==> src/rtl/nn_pkg.sv <==
// Constants and types shared by the network top and the rate-decoding classifier.
package nn_pkg;

    localparam int NUM_CLASSES = 10;
    localparam int CLASS_W     = $clog2(NUM_CLASSES);

    typedef enum logic [2:0] {
        CLS_IDLE,
        CLS_WARM,
        CLS_ACCUM,
        CLS_SCAN,
        CLS_DONE
    } cls_state_t;

endpackage

==> src/rtl/spike_classifier_if.sv <==
// Control and result bundle between the timestep source/host and the classifier.
interface spike_classifier_if #(
    parameter int N_CLS  = nn_pkg::NUM_CLASSES,
    parameter int CNT_W  = 8,
    parameter int STEP_W = 8
);
    logic                        ce;
    logic                        start;
    logic [STEP_W-1:0]           num_steps;
    logic [N_CLS-1:0]            spikes;
    logic                        busy;
    logic                        done;
    logic [$clog2(N_CLS)-1:0]    class_idx;
    logic [CNT_W-1:0]            class_count;
    logic                        tie;

    modport master (
        output ce, start, num_steps, spikes,
        input  busy, done, class_idx, class_count, tie
    );

    modport slave (
        input  ce, start, num_steps, spikes,
        output busy, done, class_idx, class_count, tie
    );
endinterface

==> src/rtl/spike_classifier_sat_counter.sv <==
// Per-class spike counter: synchronous clear, increments stick at all-ones.
module sat_counter #(
    parameter int W = 8
) (
    input  logic         clk,
    input  logic         rst_n,
    input  logic         clr,
    input  logic         inc,
    output logic [W-1:0] cnt
);

    // Clear wins over increment; increments at full scale are dropped.
    always_ff @(posedge clk or negedge rst_n) begin
        if (!rst_n) begin
            cnt <= '0;
        end else if (clr) begin
            cnt <= '0;
        end else if (inc && (cnt != {W{1'b1}})) begin
            cnt <= cnt + W'(1);
        end
    end

endmodule

==> src/rtl/spike_classifier.sv <==
// Rate decoder: counts output spikes per class over a window of timesteps
// (after a warm-up covering the network pipeline), then scans for the argmax.
//
//   state     | meaning
//   ----------+----------------------------------------------------------
//   CLS_IDLE  | waiting for start; results hold their last values
//   CLS_WARM  | discarding WARMUP ce-qualified timesteps
//   CLS_ACCUM | adding spikes into the per-class counters on each ce
//   CLS_SCAN  | one class per clock, tracking best count / index / tie
//   CLS_DONE  | single-cycle done pulse, results valid
module spike_classifier
    import nn_pkg::*;
#(
    parameter int CNT_W  = 8,
    parameter int STEP_W = 8,
    parameter int WARMUP = 3
) (
    input  logic               clk,
    input  logic               rst_n,
    spike_classifier_if.slave  bus
);

    localparam int WARM_W = (WARMUP < 2) ? 1 : $clog2(WARMUP + 1);

    cls_state_t          state;
    cls_state_t          state_nxt;

    logic [STEP_W-1:0]   step_cnt;
    logic [WARM_W-1:0]   warm_cnt;
    logic [CLASS_W-1:0]  scan_k;
    logic                scan_last;

    logic                clr_cnt;
    logic                inc_en;
    logic [CNT_W-1:0]    cnt [NUM_CLASSES];
    logic [CNT_W-1:0]    cnt_k;

    logic [CLASS_W-1:0]  best_idx;
    logic [CNT_W-1:0]    best_cnt;
    logic                best_tie;
    logic [CLASS_W-1:0]  nb_idx;
    logic [CNT_W-1:0]    nb_cnt;
    logic                nb_tie;

    logic [CLASS_W-1:0]  res_idx;
    logic [CNT_W-1:0]    res_cnt;
    logic                res_tie;

    genvar gi;
    generate
        for (gi = 0; gi < NUM_CLASSES; gi++) begin : g_cnt
            sat_counter #(.W(CNT_W)) u_cnt (
                .clk   (clk),
                .rst_n (rst_n),
                .clr   (clr_cnt),
                .inc   (inc_en & bus.spikes[gi]),
                .cnt   (cnt[gi])
            );
        end
    endgenerate

    assign scan_last = (scan_k == CLASS_W'(NUM_CLASSES - 1));
    assign cnt_k     = cnt[scan_k];

    // State register.
    always_ff @(posedge clk or negedge rst_n) begin
        if (!rst_n) begin
            state <= CLS_IDLE;
        end else begin
            state <= state_nxt;
        end
    end

    // Next-state logic; a zero-length window goes straight to the scan.
    always_comb begin
        state_nxt = state;
        case (state)
            CLS_IDLE: begin
                if (bus.start) begin
                    if (WARMUP != 0)              state_nxt = CLS_WARM;
                    else if (bus.num_steps == '0) state_nxt = CLS_SCAN;
                    else                          state_nxt = CLS_ACCUM;
                end
            end
            CLS_WARM: begin
                if (bus.ce && (warm_cnt == WARM_W'(1))) begin
                    state_nxt = (step_cnt == '0) ? CLS_SCAN : CLS_ACCUM;
                end
            end
            CLS_ACCUM: begin
                if (bus.ce && (step_cnt == STEP_W'(1))) state_nxt = CLS_SCAN;
            end
            CLS_SCAN: begin
                if (scan_last) state_nxt = CLS_DONE;
            end
            CLS_DONE: state_nxt = CLS_IDLE;
            default:  state_nxt = CLS_IDLE;
        endcase
    end

    // State-decoded outputs and counter controls.
    always_comb begin
        bus.busy = 1'b0;
        bus.done = 1'b0;
        clr_cnt  = 1'b0;
        inc_en   = 1'b0;
        case (state)
            CLS_IDLE:  clr_cnt  = bus.start;
            CLS_WARM:  bus.busy = 1'b1;
            CLS_ACCUM: begin
                bus.busy = 1'b1;
                inc_en   = bus.ce;
            end
            CLS_SCAN:  bus.busy = 1'b1;
            CLS_DONE:  bus.done = 1'b1;
            default:   bus.busy = 1'b0;
        endcase
    end

    // One argmax step: strictly greater takes over, equal keeps the lower index.
    always_comb begin
        nb_idx = best_idx;
        nb_cnt = best_cnt;
        nb_tie = best_tie;
        if (scan_k == '0) begin
            nb_idx = '0;
            nb_cnt = cnt_k;
            nb_tie = 1'b0;
        end else if (cnt_k > best_cnt) begin
            nb_idx = scan_k;
            nb_cnt = cnt_k;
            nb_tie = 1'b0;
        end else if (cnt_k == best_cnt) begin
            nb_tie = 1'b1;
        end
    end

    // Window/warm-up counters, scan registers and the held result.
    always_ff @(posedge clk or negedge rst_n) begin
        if (!rst_n) begin
            step_cnt <= '0;
            warm_cnt <= '0;
            scan_k   <= '0;
            best_idx <= '0;
            best_cnt <= '0;
            best_tie <= 1'b0;
            res_idx  <= '0;
            res_cnt  <= '0;
            res_tie  <= 1'b0;
        end else begin
            case (state)
                CLS_IDLE: begin
                    if (bus.start) begin
                        step_cnt <= bus.num_steps;
                        warm_cnt <= WARM_W'(WARMUP);
                        scan_k   <= '0;
                    end
                end
                CLS_WARM: begin
                    if (bus.ce) warm_cnt <= warm_cnt - WARM_W'(1);
                end
                CLS_ACCUM: begin
                    if (bus.ce) step_cnt <= step_cnt - STEP_W'(1);
                end
                CLS_SCAN: begin
                    scan_k   <= scan_k + CLASS_W'(1);
                    best_idx <= nb_idx;
                    best_cnt <= nb_cnt;
                    best_tie <= nb_tie;
                    if (scan_last) begin
                        res_idx <= nb_idx;
                        res_cnt <= nb_cnt;
                        res_tie <= nb_tie;
                    end
                end
                default: ;
            endcase
        end
    end

    assign bus.class_idx   = res_idx;
    assign bus.class_count = res_cnt;
    assign bus.tie         = res_tie;

endmodule
==> src/flat_wrapper.sv <==
// flat-port wrapper written by rule: the top's interface ports become plain ports
module spike_classifier_flat import nn_pkg::*;
#(
    parameter int CNT_W  = 8,
    parameter int STEP_W = 8,
    parameter int WARMUP = 3
)
  (clk, rst_n, bus_ce, bus_start, bus_num_steps, bus_spikes, bus_busy, bus_done, bus_class_idx, bus_class_count, bus_tie);
  spike_classifier_if #(.CNT_W(CNT_W), .STEP_W(STEP_W)) bus_i ();
  input  logic clk;
  input  logic rst_n;
  input wire logic [$bits(bus_i.ce)-1:0] bus_ce;
  input wire logic [$bits(bus_i.start)-1:0] bus_start;
  input wire logic [$bits(bus_i.num_steps)-1:0] bus_num_steps;
  input wire logic [$bits(bus_i.spikes)-1:0] bus_spikes;
  output wire logic [$bits(bus_i.busy)-1:0] bus_busy;
  output wire logic [$bits(bus_i.done)-1:0] bus_done;
  output wire logic [$bits(bus_i.class_idx)-1:0] bus_class_idx;
  output wire logic [$bits(bus_i.class_count)-1:0] bus_class_count;
  output wire logic [$bits(bus_i.tie)-1:0] bus_tie;
  assign bus_i.ce = bus_ce;
  assign bus_i.start = bus_start;
  assign bus_i.num_steps = bus_num_steps;
  assign bus_i.spikes = bus_spikes;
  assign bus_busy = bus_i.busy;
  assign bus_done = bus_i.done;
  assign bus_class_idx = bus_i.class_idx;
  assign bus_class_count = bus_i.class_count;
  assign bus_tie = bus_i.tie;
  spike_classifier #(.CNT_W(CNT_W), .STEP_W(STEP_W), .WARMUP(WARMUP)) u_core (.clk(clk), .rst_n(rst_n), .bus(bus_i));
endmodule
==> config.mk <==
export PLATFORM = sky130hd
export DESIGN_NAME = spike_classifier_flat
export DESIGN_NICKNAME = d
export VERILOG_FILES = /design/src/rtl/nn_pkg.sv /design/src/rtl/spike_classifier_if.sv /design/src/rtl/spike_classifier_sat_counter.sv /design/src/rtl/spike_classifier.sv /design/src/flat_wrapper.sv
export SDC_FILE = /design/constraint.sdc
export NUM_CORES = 1
export LEC_CHECK = 0
export CORE_ASPECT_RATIO = 1.1
export CORE_MARGIN = 5
export CORE_UTILIZATION = 61
export DETAILED_ROUTE_END_ITERATION = 12
export MAX_ROUTING_LAYER = met4
export PLACE_DENSITY = 0.89
export SKIP_CTS_REPAIR_TIMING = 1
export SYNTH_ARGS = -nofsm -noshare
export SYNTH_HDL_FRONTEND = slang
export SYNTH_SLANG_ARGS = --single-unit
==> constraint.sdc <==
create_clock -name clk -period 4.75 [get_ports clk]
set_input_delay 0.475 -clock clk [delete_from_list [all_inputs] [get_ports clk]]
set_output_delay 0.475 -clock clk [all_outputs]
set_load 0.02 [all_outputs]
==> results of run 1 <==
-- critical path, stage by stage, from the launching register on --
cell	delay, ns
dfrtp_1	0.80
buf_4	0.35
mux2_2	0.36
a32oi_1	0.15
nand3_1	0.17
ha_1	0.34
nand4_1	0.18
o21ai_1	0.59
nand3_1	0.42
o311ai_0	0.51
-- worst min-delay path by stage --
stage	slack, ns	startpoint	endpoint
detailed placement	0.47	u_core.bus.class_count[0]	u_core.bus.class_count[0]
CTS	0.24	rst_n	u_core.g_cnt[0].u_cnt.cnt[4]
finish	0.20	rst_n	u_core.g_cnt[2].u_cnt.cnt[5]
global placement	0.47	u_core.bus.class_idx[3]	u_core.bus.class_idx[3]
floorplan	0.18	rst_n	u_core.best_cnt[0]
global route	0.28	rst_n	u_core.g_cnt[2].u_cnt.cnt[5]
-- power by group --
group	leakage, nW	internal (W)	total, W	switching (W)
registers	1.66	0.00127	0.00160	0.000329
clock network	0.312	0.000902	0.00135	0.000452
logic	1.51	0.000677	0.00167	0.000994
-- sequential cells by signal, indices dropped and copies added (netlist names) --
name / flops
u_core.bus.class_idx: 4
u_core.scan_k: 4
u_core.g_cnt.u_cnt.cnt: 80
u_core.best_cnt: 8
u_core.warm_cnt: 2
u_core.bus.tie: 1
u_core.best_tie: 1
u_core.state: 3
u_core.step_cnt: 8
u_core.bus.class_count: 8
u_core.best_idx: 4
-- cell usage in the layout (no fill, tap or decap), drive strengths merged, types with 7 or more instances in the layout --
cell type,synthesis,routed
dfrtp,123,123
nor2,105,105
nand2,53,53
xnor2,41,41
inv,37,37
clkdlybuf4s50,0,35
nand3,33,33
o21ai,29,29
a21oi,27,27
mux2,24,24
ha,24,24
clkbuf,15,24
xor2,23,23
nor3,20,20
o311ai,20,20
nand4,19,19
mux2i,18,18
nor4,10,10
and3,8,8
mux4,8,8
or3,7,7
o22ai,7,7
-- synthesized netlist by cell type (all sizes together) (3+ instances only) --
library cell / count / share of area [%]
a211oi: 3 / 0.32
a21oi: 27 / 1.9
a221o: 5 / 0.71
a31oi: 6 / 0.53
and3: 8 / 0.71
buf: 18 / 1.3
clkbuf: 15 / 0.80
dfrtp: 123 / 44
ha: 24 / 4.3
inv: 37 / 2.0
mux2: 24 / 3.8
mux2i: 18 / 2.6
mux4: 8 / 2.6
nand2: 53 / 2.8
nand3: 33 / 2.3
nand4: 19 / 1.7
nor2: 105 / 5.6
nor2b: 4 / 0.35
nor3: 20 / 1.4
nor3b: 4 / 0.66
nor4: 10 / 0.89
o2111a: 4 / 0.64
o211ai: 5 / 0.53
o21ai: 29 / 2.1
o22ai: 7 / 0.62
o311a: 3 / 0.43
o311ai: 20 / 2.7
o31ai: 3 / 0.51
or3: 7 / 0.62
or4: 3 / 0.32
xnor2: 41 / 5.1
xor2: 23 / 2.9
-- area by class of cell --
type	count	area, µm²	area share [%]
multi-input combinational	538	3695	45.52
tap	150	187.7	2.312
inverter	37	138.9	1.711
timing repair buffer	41	395.4	4.871
clock buffer	24	511.7	6.305
sequential	123	3078	37.92
clock inverter	7	110.1	1.357
-- logic make-up after synthesis --
| family | count (synthesis) |
|---|---|
| AND/OR/NAND/NOR | 275 |
| AO/OA/AOI/OAI | 125 |
| flip-flops | 123 |
| buffers and inverters | 70 |
| XOR/XNOR | 64 |
| multiplexers | 50 |
| adder cells (fa/ha/maj) | 24 |
-- per-layer routing --
layer | up-vias | global-route usage, %
met4 | 0 | 12.32
met3 | 52 | 5.424
li1 | 2690 | -
met1 | 2890 | 32.24
met2 | 268 | 45.11
met5 | - | -
-- stage by stage --
stage	instances	hold slack, ns	cell area, µm²	total power, W
after floorplan	731	0.1794	7057	0.002774
after detailed placement	889	0.4700	7495	0.003232
after CTS	920	0.2447	8117	0.004613
after global routing	920	0.2837	8117	0.004896
after global placement	889	0.4692	7495	0.003137
final	920	0.1957	8117	0.004623
==> results.py, run 1 <==
metrics = {
    "synth": {
        "yosysUniqueCellTypes": 60,
        "synth_ff_type": "dfrtp_1",
        "synth_area_um2": 7057,
        "post_synth_and_or_nand_nor_area_fraction_pct": 18.58,
        "synthAdderAreaFrac_pct": 4.255,
        "yosysSeqAreaShare_pct": 43.62,
        "syn_avg_cell_area_um2": 9.654,
        "ys_seq_elements": 123,
        "synth_xor_area_share_pct": 7.943,
        "synth_top_family_by_area": "simple AND/OR/NAND/NOR gates",
        "synthCells": 731,
        "synth_edf_count": 0,
        "yosys_warnings": 0,
        "synth_mux_area_share_pct": 8.936,
        "synth_compound_area_share_pct": 12.55,
        "synth_nets": 777,
        "ys_async_sr_fraction_pct": 100.0,
    },
    "timing": {
        "hold_violations": 0,
        "setup_tns_ns": 0,
        "finalClockSkew_ns": 0.005823,
        "fin_crit_ns": 4.040,
        "worstMarginPinSlew_ns": 0.9348,
        "post-route-period-util_pct": 85.06,
        "slew_viol_final": 0,
        "relSlewSlack_pct": 37.68,
        "finalSetupViolCount": 0,
        "rsz0062_at_grt": "false",
        "final.setup.worst_slack_ns": 0.7097,
        "clock.fmax_mhz": 247.5,
    },
    "power_and_ir_drop": {
        "p_leak_nw": 3.476,
        "peakVddDrop_uv": 298.8,
        "cellPowerDensity_nw_per_um2": 569.6,
    },
    "layout": {
        "post-route-util_pct": 71.27,
        "nets": 804,
        "area_delta_synth_final_pct": 15.02,
        "drive_gt1_share_pct": 10.39,
        "n_antenna_cell": 0,
        "final.fill_count": 799,
    },
    "global_routing": {
        "grt_pass1_wl_um": 29100,
        "grt_max_degree": 79,
        "overflow": 0,
        "antenna_found_initial": 0,
        "grt_pass1_vias": 5891,
        "grt_usage_pct": 27.19,
    },
    "drt": {
        "wl_per_cell_um": 18.59,
        "highest_layer": "met4",
        "drcViolationCount": 0,
        "vias": 5900,
        "first_pass_iters": 7,
        "met1_length_um": 6788,
        "antenna_left": 0,
        "wl_met3_um": 1084,
        "first_iter_violations": 654,
        "met2WireLength_um": 8663,
        "avgViaCountPerCell": 6.413,
        "wl_um": 17110,
    },
    "floorplan": {
        "die_h_um": 122.8,
        "coreArea_um2": 11390,
        "rows": 41,
        "ios": 37,
        "die_area_um2": 13820,
        "start_util_pct": 61.96,
        "die_w_um": 112.6,
    },
    "clock_tree": {
        "clk_pin_slew_ns": 0.05,
        "tritoncts": "yes",
        "clock-root-buffer": "clkbuf_16",
        "cts_buffer_depth": 2,
        "cts_buffers": 17,
        "cts.sinks": 123,
        "htree_num_levels": 4,
        "clk_latency_ns": 0.42,
    },
    "critical_path": {
        "worstSetupPathType": "flop to flop",
        "end_kind": "flop",
        "reg2reg_from": "u_core.scan_k[0]",
        "rr_worst_depth": 9,
        "rr_endpoint": "u_core.bus.class_count[5]",
        "cp.arrival_ns": 4.30,
        "critical_path.startpoint": "u_core.scan_k[0]",
        "r2r_slack_ns": 0.71,
        "crit_end": "u_core.bus.class_count[5]",
        "start_kind": "flop",
        "critPathRequiredTime_ns": 5.01,
        "path_max_fanout": 16,
    },
    "place": {
        "dp_hpwl_um": 11720,
        "gp_congestion": 0.9674,
        "port_buffers": 36,
        "place_ws_ns": 0.7879,
    },
    "min_path": {
        "hold_class": "primary input to async pin",
    },
    "job": {
        "maxCapViolations": 0,
    },
    "status": {
        "status": "completed",
    },
}
(Power assumes the default switching activity.)
==> run 2, diff against run 1 <==
--- a/config.mk
+++ b/config.mk
@@ -5,12 +5,13 @@
 export SDC_FILE = /design/constraint.sdc
 export NUM_CORES = 1
 export LEC_CHECK = 0
+export ABC_AREA = 1
 export CORE_ASPECT_RATIO = 1.1
 export CORE_MARGIN = 5
 export CORE_UTILIZATION = 61
 export DETAILED_ROUTE_END_ITERATION = 12
 export MAX_ROUTING_LAYER = met4
-export PLACE_DENSITY = 0.89
+export PLACE_DENSITY = 0.88
 export SKIP_CTS_REPAIR_TIMING = 1
 export SYNTH_ARGS = -nofsm -noshare
 export SYNTH_HDL_FRONTEND = slang
==> run 2 against run 1 <==
Against the previous run:
- the run now ends with hold timing left
- fmax up 3.9%
- worst hold slack worse by 0.21 ns
- sequential share of layout area down 2.6 points
- setup slack better by 0.15 ns
- critical path depth up 7
- final cell count up 32%
- routed wire length up 3.2%
- sequential cell count unchanged
- critical path type unchanged
- critical endpoint is now u_core.best_idx[3]
- highest routed layer unchanged
==> results.py, run 2 <==
metrics = {
    "synth": {
        "yosys_warnings": 0,
        "synth_top_area_share_pct": 39.12,
        "synth_edf_count": 0,
        "ys_seq_elements": 123,
        "syn_avg_cell_area_um2": 7.684,
        "yosysSeqAreaShare_pct": 39.12,
        "synthCells": 1024,
        "ys_async_sr_fraction_pct": 100.0,
        "synth_top_cell_by_area": "dfrtp_1",
        "synth_most_common_cell": "nand2_1",
        "yosysUniqueCellTypes": 37,
        "yosys-top-cells-count": "nand2_1 (249), dfrtp_1 (123), inv_1 (118)",
        "synth_area_um2": 7869,
        "synth_area_leaders": "dfrtp_1 (39%), nand2_1 (12%), nand3_1 (7.4%)",
        "synth_ff_type": "dfrtp_1",
        "synth_nets": 1070,
    },
    "power_and_ir_drop": {
        "p_leak_nw": 4.163,
        "cellPowerDensity_nw_per_um2": 593.9,
        "peakVddDrop_uv": 469.5,
    },
    "global_routing": {
        "grt_max_degree": 64,
        "antenna_found_initial": 0,
        "grt_pass1_wl_um": 30730,
        "grt_pass1_vias": 6563,
        "overflow": 0,
        "grt_usage_pct": 25.00,
    },
    "critical_path": {
        "worstSetupPathType": "flop to flop",
        "cp_top_family": "simple AND/OR/NAND/NOR gates",
        "critPathSlowestCell": "dfrtp_1",
        "end_kind": "flop",
        "cp.arrival_ns": 4.25,
        "critPathRequiredTime_ns": 5.11,
        "path_common_cell": "nand2_1",
        "path_max_fanout": 24,
        "crit_chain": "inv_1 > nand3_1 > nand2_1 > nand2_1 > nand2_1 > nor2_1 > inv_1 > ha_1 > nand2_1 > nor2_1 > nand4_1 > nand2_1 > nand2_1 > nand2_1 > nand3_1 > nand2_1",
        "cp_slowest_stage_delay_ns": 0.78,
        "path_depth": 16,
        "path_buf_inv": 2,
        "start_kind": "flop",
        "rr_worst_depth": 16,
    },
    "layout": {
        "largest_register_ffs": 80,
        "layout_commonest_cell": "nand2_1",
        "post-route-util_pct": 68.98,
        "nets": 1092,
        "final.fill_count": 983,
        "area_delta_synth_final_pct": 10.83,
        "layout_common_cells": "nand2_1 (249), dfrtp_1 (123), inv_1 (118)",
        "n_antenna_cell": 0,
        "drive_gt1_share_pct": 5.687,
        "largest-register": "u_core.g_cnt.u_cnt.cnt",
    },
    "status": {
        "status": "finished with violations",
        "violations": "hold timing",
    },
    "timing": {
        "rsz0062_at_grt": "false",
        "finalClockSkew_ns": 0.01053,
        "finalSetupViolCount": 0,
        "fin_crit_ns": 3.890,
        "hold_violations": 29,
        "whs_ns": -0.01673,
        "worstMarginPinSlew_ns": 0.7382,
        "clock.fmax_mhz": 257.1,
        "slew_viol_final": 0,
        "post-route-period-util_pct": 81.90,
        "relSlewSlack_pct": 50.73,
        "setup_tns_ns": 0,
    },
    "drt": {
        "first_pass_iters": 5,
        "wl_per_cell_um": 14.56,
        "antenna_left": 0,
        "drcViolationCount": 0,
        "vias": 6870,
        "first_iter_violations": 620,
        "avgViaCountPerCell": 5.668,
        "wl_um": 17650,
    },
    "clock_tree": {
        "tritoncts": "yes",
        "cts_buffers": 17,
        "clk_pin_slew_ns": 0.05,
        "clk_latency_ns": 0.42,
        "htree_num_levels": 4,
        "cts_buffer_depth": 2,
        "cts.sinks": 123,
        "clock-root-buffer": "clkbuf_16",
    },
    "floorplan": {
        "die_area_um2": 15270,
        "ios": 37,
        "start_util_pct": 62.24,
        "coreArea_um2": 12640,
        "rows": 43,
        "die_w_um": 118.3,
        "die_h_um": 129.1,
    },
    "place": {
        "dp_hpwl_um": 12240,
        "gp_congestion": 0.9120,
        "port_buffers": 36,
    },
    "min_path": {
        "hold_class": "primary input to async pin",
    },
    "job": {
        "maxCapViolations": 0,
    },
}
## run 2: per-stage QoR
step                      power (W)  instance area (µm²)  std cells  hold slack, ns  setup WS [ns]
after global routing       0.005612                 8721       1212         0.01611         0.4693
after detailed placement   0.003967                 8195       1184          0.4418         0.9632
after global placement     0.003873                 8195       1184          0.4379          1.070
after floorplan            0.003493                 7869       1024          0.1794          2.236
final                      0.005179                 8721       1212        -0.01673         0.8598
after CTS                  0.005158                 8721       1212       -0.001311         0.9686
## run 2: layout make-up
class,count,area (µm²),area share [%]
tap,157,196.4,2.253
inverter,122,465.4,5.337
multi-input combinational,741,4048,46.41
sequential,123,3078,35.29
timing repair buffer,41,407.9,4.677
clock buffer,25,485.5,5.567
clock inverter,3,40.04,0.4591
## run 2: where the power goes
part | switching, W | leakage (nW) | internal, W
registers | 0.000281 | 1.64 | 0.00138
logic | 0.00158 | 2.26 | 0.000762
clock network | 0.000436 | 0.259 | 0.000745
total | 0.00229 | 4.16 | 0.00289
## run 2: path summary, 6_finish.rpt
kind,startpoint,to,slack (ns)
setup / recovery,u_core.scan_k[1],u_core.best_idx[3],0.86
hold / removal,rst_n,u_core.g_cnt[8].u_cnt.cnt[5],-0.02
setup reg to reg,u_core.scan_k[1],u_core.best_idx[3],0.86
hold reg to reg,u_core.bus.class_idx[1],u_core.bus.class_idx[1],0.48
max in group asynchronous,rst_n,u_core.g_cnt[2].u_cnt.cnt[4],3.81
min in group clk,u_core.bus.class_idx[1],u_core.bus.class_idx[1],0.48
## run 2: logic make-up after synthesis
kind of cell	synth area share, %
buffers and inverters	9.445
XOR/XNOR	5.788
AND/OR/NAND/NOR	32.15
adder cells (fa/ha/maj)	3.816
AO/OA/AOI/OAI	9.684
flip-flops	39.12
## run 2: layer usage
metal | vias to the layer above | GRT usage, % | part of all wire (%)
met3 | 41 | 4.932 | 5.5
met5 | - | - | 0
met1 | 3215 | 32.79 | 45
li1 | 3407 | - | -
met2 | 207 | 38.60 | 47
met4 | 0 | 9.717 | 2.6
==> run 3, diff against run 2 <==
==> constraint.sdc (replaced) <==
create_clock -name clk -period 4 [get_ports clk]
set_input_delay 0.4 -clock clk [delete_from_list [all_inputs] [get_ports clk]]
set_output_delay 0.4 -clock clk [all_outputs]
set_load 0.02 [all_outputs]
==> run 3 against run 2 <==
Against the previous run:
- the flow now finishes without violations
- count of clock-buffer cells in the layout shrank 2
- fmax grew 22%
- worst hold slack gained 0.15 ns
- sequential share of layout area shrank 0.38 points
- critical path depth grew 4
- critical endpoint is now u_core.bus.class_count[5]
- power grew 24%
- combinational power grew 24%
- first-iteration DRC count grew 3.7%
- non-clock buffer count grew 4
- clock power grew 34%
- via count grew 3.3%
==> results.py, run 3 (synthesis results as in run 2) <==
metrics = {
    "timing": {
        "worstMarginPinSlew_ns": 0.9537,
        "slew_viol_final": 0,
        "relSlewSlack_pct": 36.42,
        "post-route-period-util_pct": 79.46,
        "whs_ns": 0.1328,
        "finalClockSkew_ns": 0.007774,
        "hold_violations": 0,
        "rsz0062_at_grt": "false",
        "finalSetupViolCount": 0,
        "fin_crit_ns": 3.178,
        "clock.fmax_mhz": 314.6,
        "setup_tns_ns": 0,
    },
    "layout": {
        "drive_gt1_share_pct": 6.591,
        "layout_commonest_cell": "nand2_1",
        "multiInputGateArea_um2": 4048,
        "post-route-util_pct": 69.73,
        "regArea_um2": 3078,
        "layout_common_cells": "nand2_1 (249), dfrtp_1 (123), inv_1 (118)",
        "largest_register_ffs": 80,
        "nets": 1096,
        "largest-register": "u_core.g_cnt.u_cnt.cnt",
        "fin_area_um2": 8816,
        "final.fill_count": 1003,
        "area_delta_synth_final_pct": 12.04,
        "n_antenna_cell": 0,
    },
    "place": {
        "dp_hpwl_um": 12820,
        "placed_area_um2": 8213,
        "port_buffers": 36,
        "gp_congestion": 0.8873,
    },
    "drt": {
        "wl_per_cell_um": 15.44,
        "wl_um": 18820,
        "antenna_left": 0,
        "highest_layer": "met4",
        "wl_met3_um": 1099,
        "avgViaCountPerCell": 5.822,
        "vias": 7097,
        "met2WireLength_um": 9138,
        "first_pass_iters": 5,
        "first_iter_violations": 643,
        "drcViolationCount": 0,
        "met1_length_um": 7998,
    },
    "clock_tree": {
        "cts_buffer_depth": 2,
        "cts_buffers": 17,
        "tritoncts": "yes",
        "clock-root-buffer": "clkbuf_16",
        "htree_num_levels": 4,
        "clk_pin_slew_ns": 0.06,
        "clk_latency_ns": 0.43,
        "cts.sinks": 123,
    },
    "floorplan": {
        "start_util_pct": 62.24,
        "die_w_um": 118.3,
        "rows": 43,
        "ios": 37,
        "coreArea_um2": 12640,
        "die_h_um": 129.1,
        "die_area_um2": 15270,
    },
    "power_and_ir_drop": {
        "cellPowerDensity_nw_per_um2": 728.7,
        "p_leak_nw": 4.219,
        "peakVddDrop_uv": 487.9,
    },
    "critical_path": {
        "cp_slowest_stage_delay_ns": 0.58,
        "start_kind": "flop",
        "path_common_cell": "nand2_1",
        "critPathRequiredTime_ns": 4.31,
        "path_depth": 20,
        "cp.arrival_ns": 3.49,
        "rr_worst_depth": 20,
        "critPathSlowestCell": "inv_1",
        "critical_path.startpoint": "u_core.scan_k[1]",
        "rr_endpoint": "u_core.bus.class_count[5]",
        "reg2reg_from": "u_core.scan_k[1]",
        "crit_end": "u_core.bus.class_count[5]",
        "path_buf_inv": 3,
        "end_kind": "flop",
        "crit_chain": "inv_1 > nand2_1 > nand3_1 > nand2_1 > nand2_1 > nand2_1 > nor2_1 > inv_1 > ha_1 > nand2_1 > inv_1 > nand2_1 > nand2_1 > nand2_1 > nand2_1 > nand2_1 > nand2_1 > nand2_1 > nand3_1 > nand2_1",
        "r2r_slack_ns": 0.82,
        "path_max_fanout": 24,
        "worstSetupPathType": "flop to flop",
        "cp_top_family": "simple AND/OR/NAND/NOR gates",
    },
    "global_routing": {
        "grt_pass1_wl_um": 32060,
        "grt_max_degree": 76,
        "overflow": 0,
        "grt_usage_pct": 26.58,
        "antenna_found_initial": 0,
        "grt_pass1_vias": 6838,
    },
    "status": {
        "status": "completed",
    },
    "min_path": {
        "hold_class": "primary input to async pin",
    },
    "job": {
        "maxCapViolations": 0,
    },
}
[run 3: cell types whose count changed in the layout (fill, tap and decap cells not counted)]
cell and change:
buf_12 -1, buf_4 +5, bufinv_16 +2, clkbuf_1 -3, clkbuf_8 +1, clkinv_2 +3
[run 3: cell type report]
| class | instances | area share (%) |
|---|---|---|
| sequential | 123 | 34.91 |
| clock buffer | 23 | 5.535 |
| clock inverter | 8 | 1.306 |
| timing repair buffer | 45 | 4.825 |
| inverter | 122 | 5.280 |
| multi-input combinational | 741 | 45.91 |
| tap | 157 | 2.228 |
[run 3: where the power goes]
| group | switching (W) | internal (W) |
|---|---|---|
| clock network | 0.000540 | 0.00103 |
| registers | 0.000322 | 0.00164 |
| logic | 0.00195 | 0.000939 |
[run 3: routing by layer]
metal,GRT usage [%],vias to the layer above
met3,4.540,52
met1,33.01,3360
li1,-,3421
met2,42.77,264
met5,-,-
met4,12.35,0
[run 3: worst min-delay path by stage]
stage          slack [ns]                from                            to
2_1_floorplan        0.10               rst_n            u_core.best_cnt[0]
3_3_place_gp         0.46  u_core.best_cnt[6]            u_core.best_cnt[6]
3_5_place_dp         0.47  u_core.best_cnt[3]            u_core.best_cnt[3]
4_1_cts              0.17               rst_n  u_core.g_cnt[7].u_cnt.cnt[4]
5_1_grt              0.22               rst_n  u_core.g_cnt[7].u_cnt.cnt[5]
6_report             0.13               rst_n  u_core.g_cnt[7].u_cnt.cnt[6]
[run 3: worst reg2reg max path, delay by kind of cell, from the launching register on]
family                   cells  cell delay (ns)
adder cells (fa/ha/maj)      1             0.29
buffers and inverters        3             0.71
flip-flops                   1             0.37
AND/OR/NAND/NOR             16             1.68
[run 3: metrics by stage]
step                setup WS (ns)  instances  power (W)
floorplan                   1.486       1024   0.004148
global placement            1.070       1188   0.004662
detailed placement         0.9935       1188   0.004772
CTS                        0.9423       1219   0.006400
global route               0.5088       1219   0.006916
finish                     0.8217       1219   0.006424
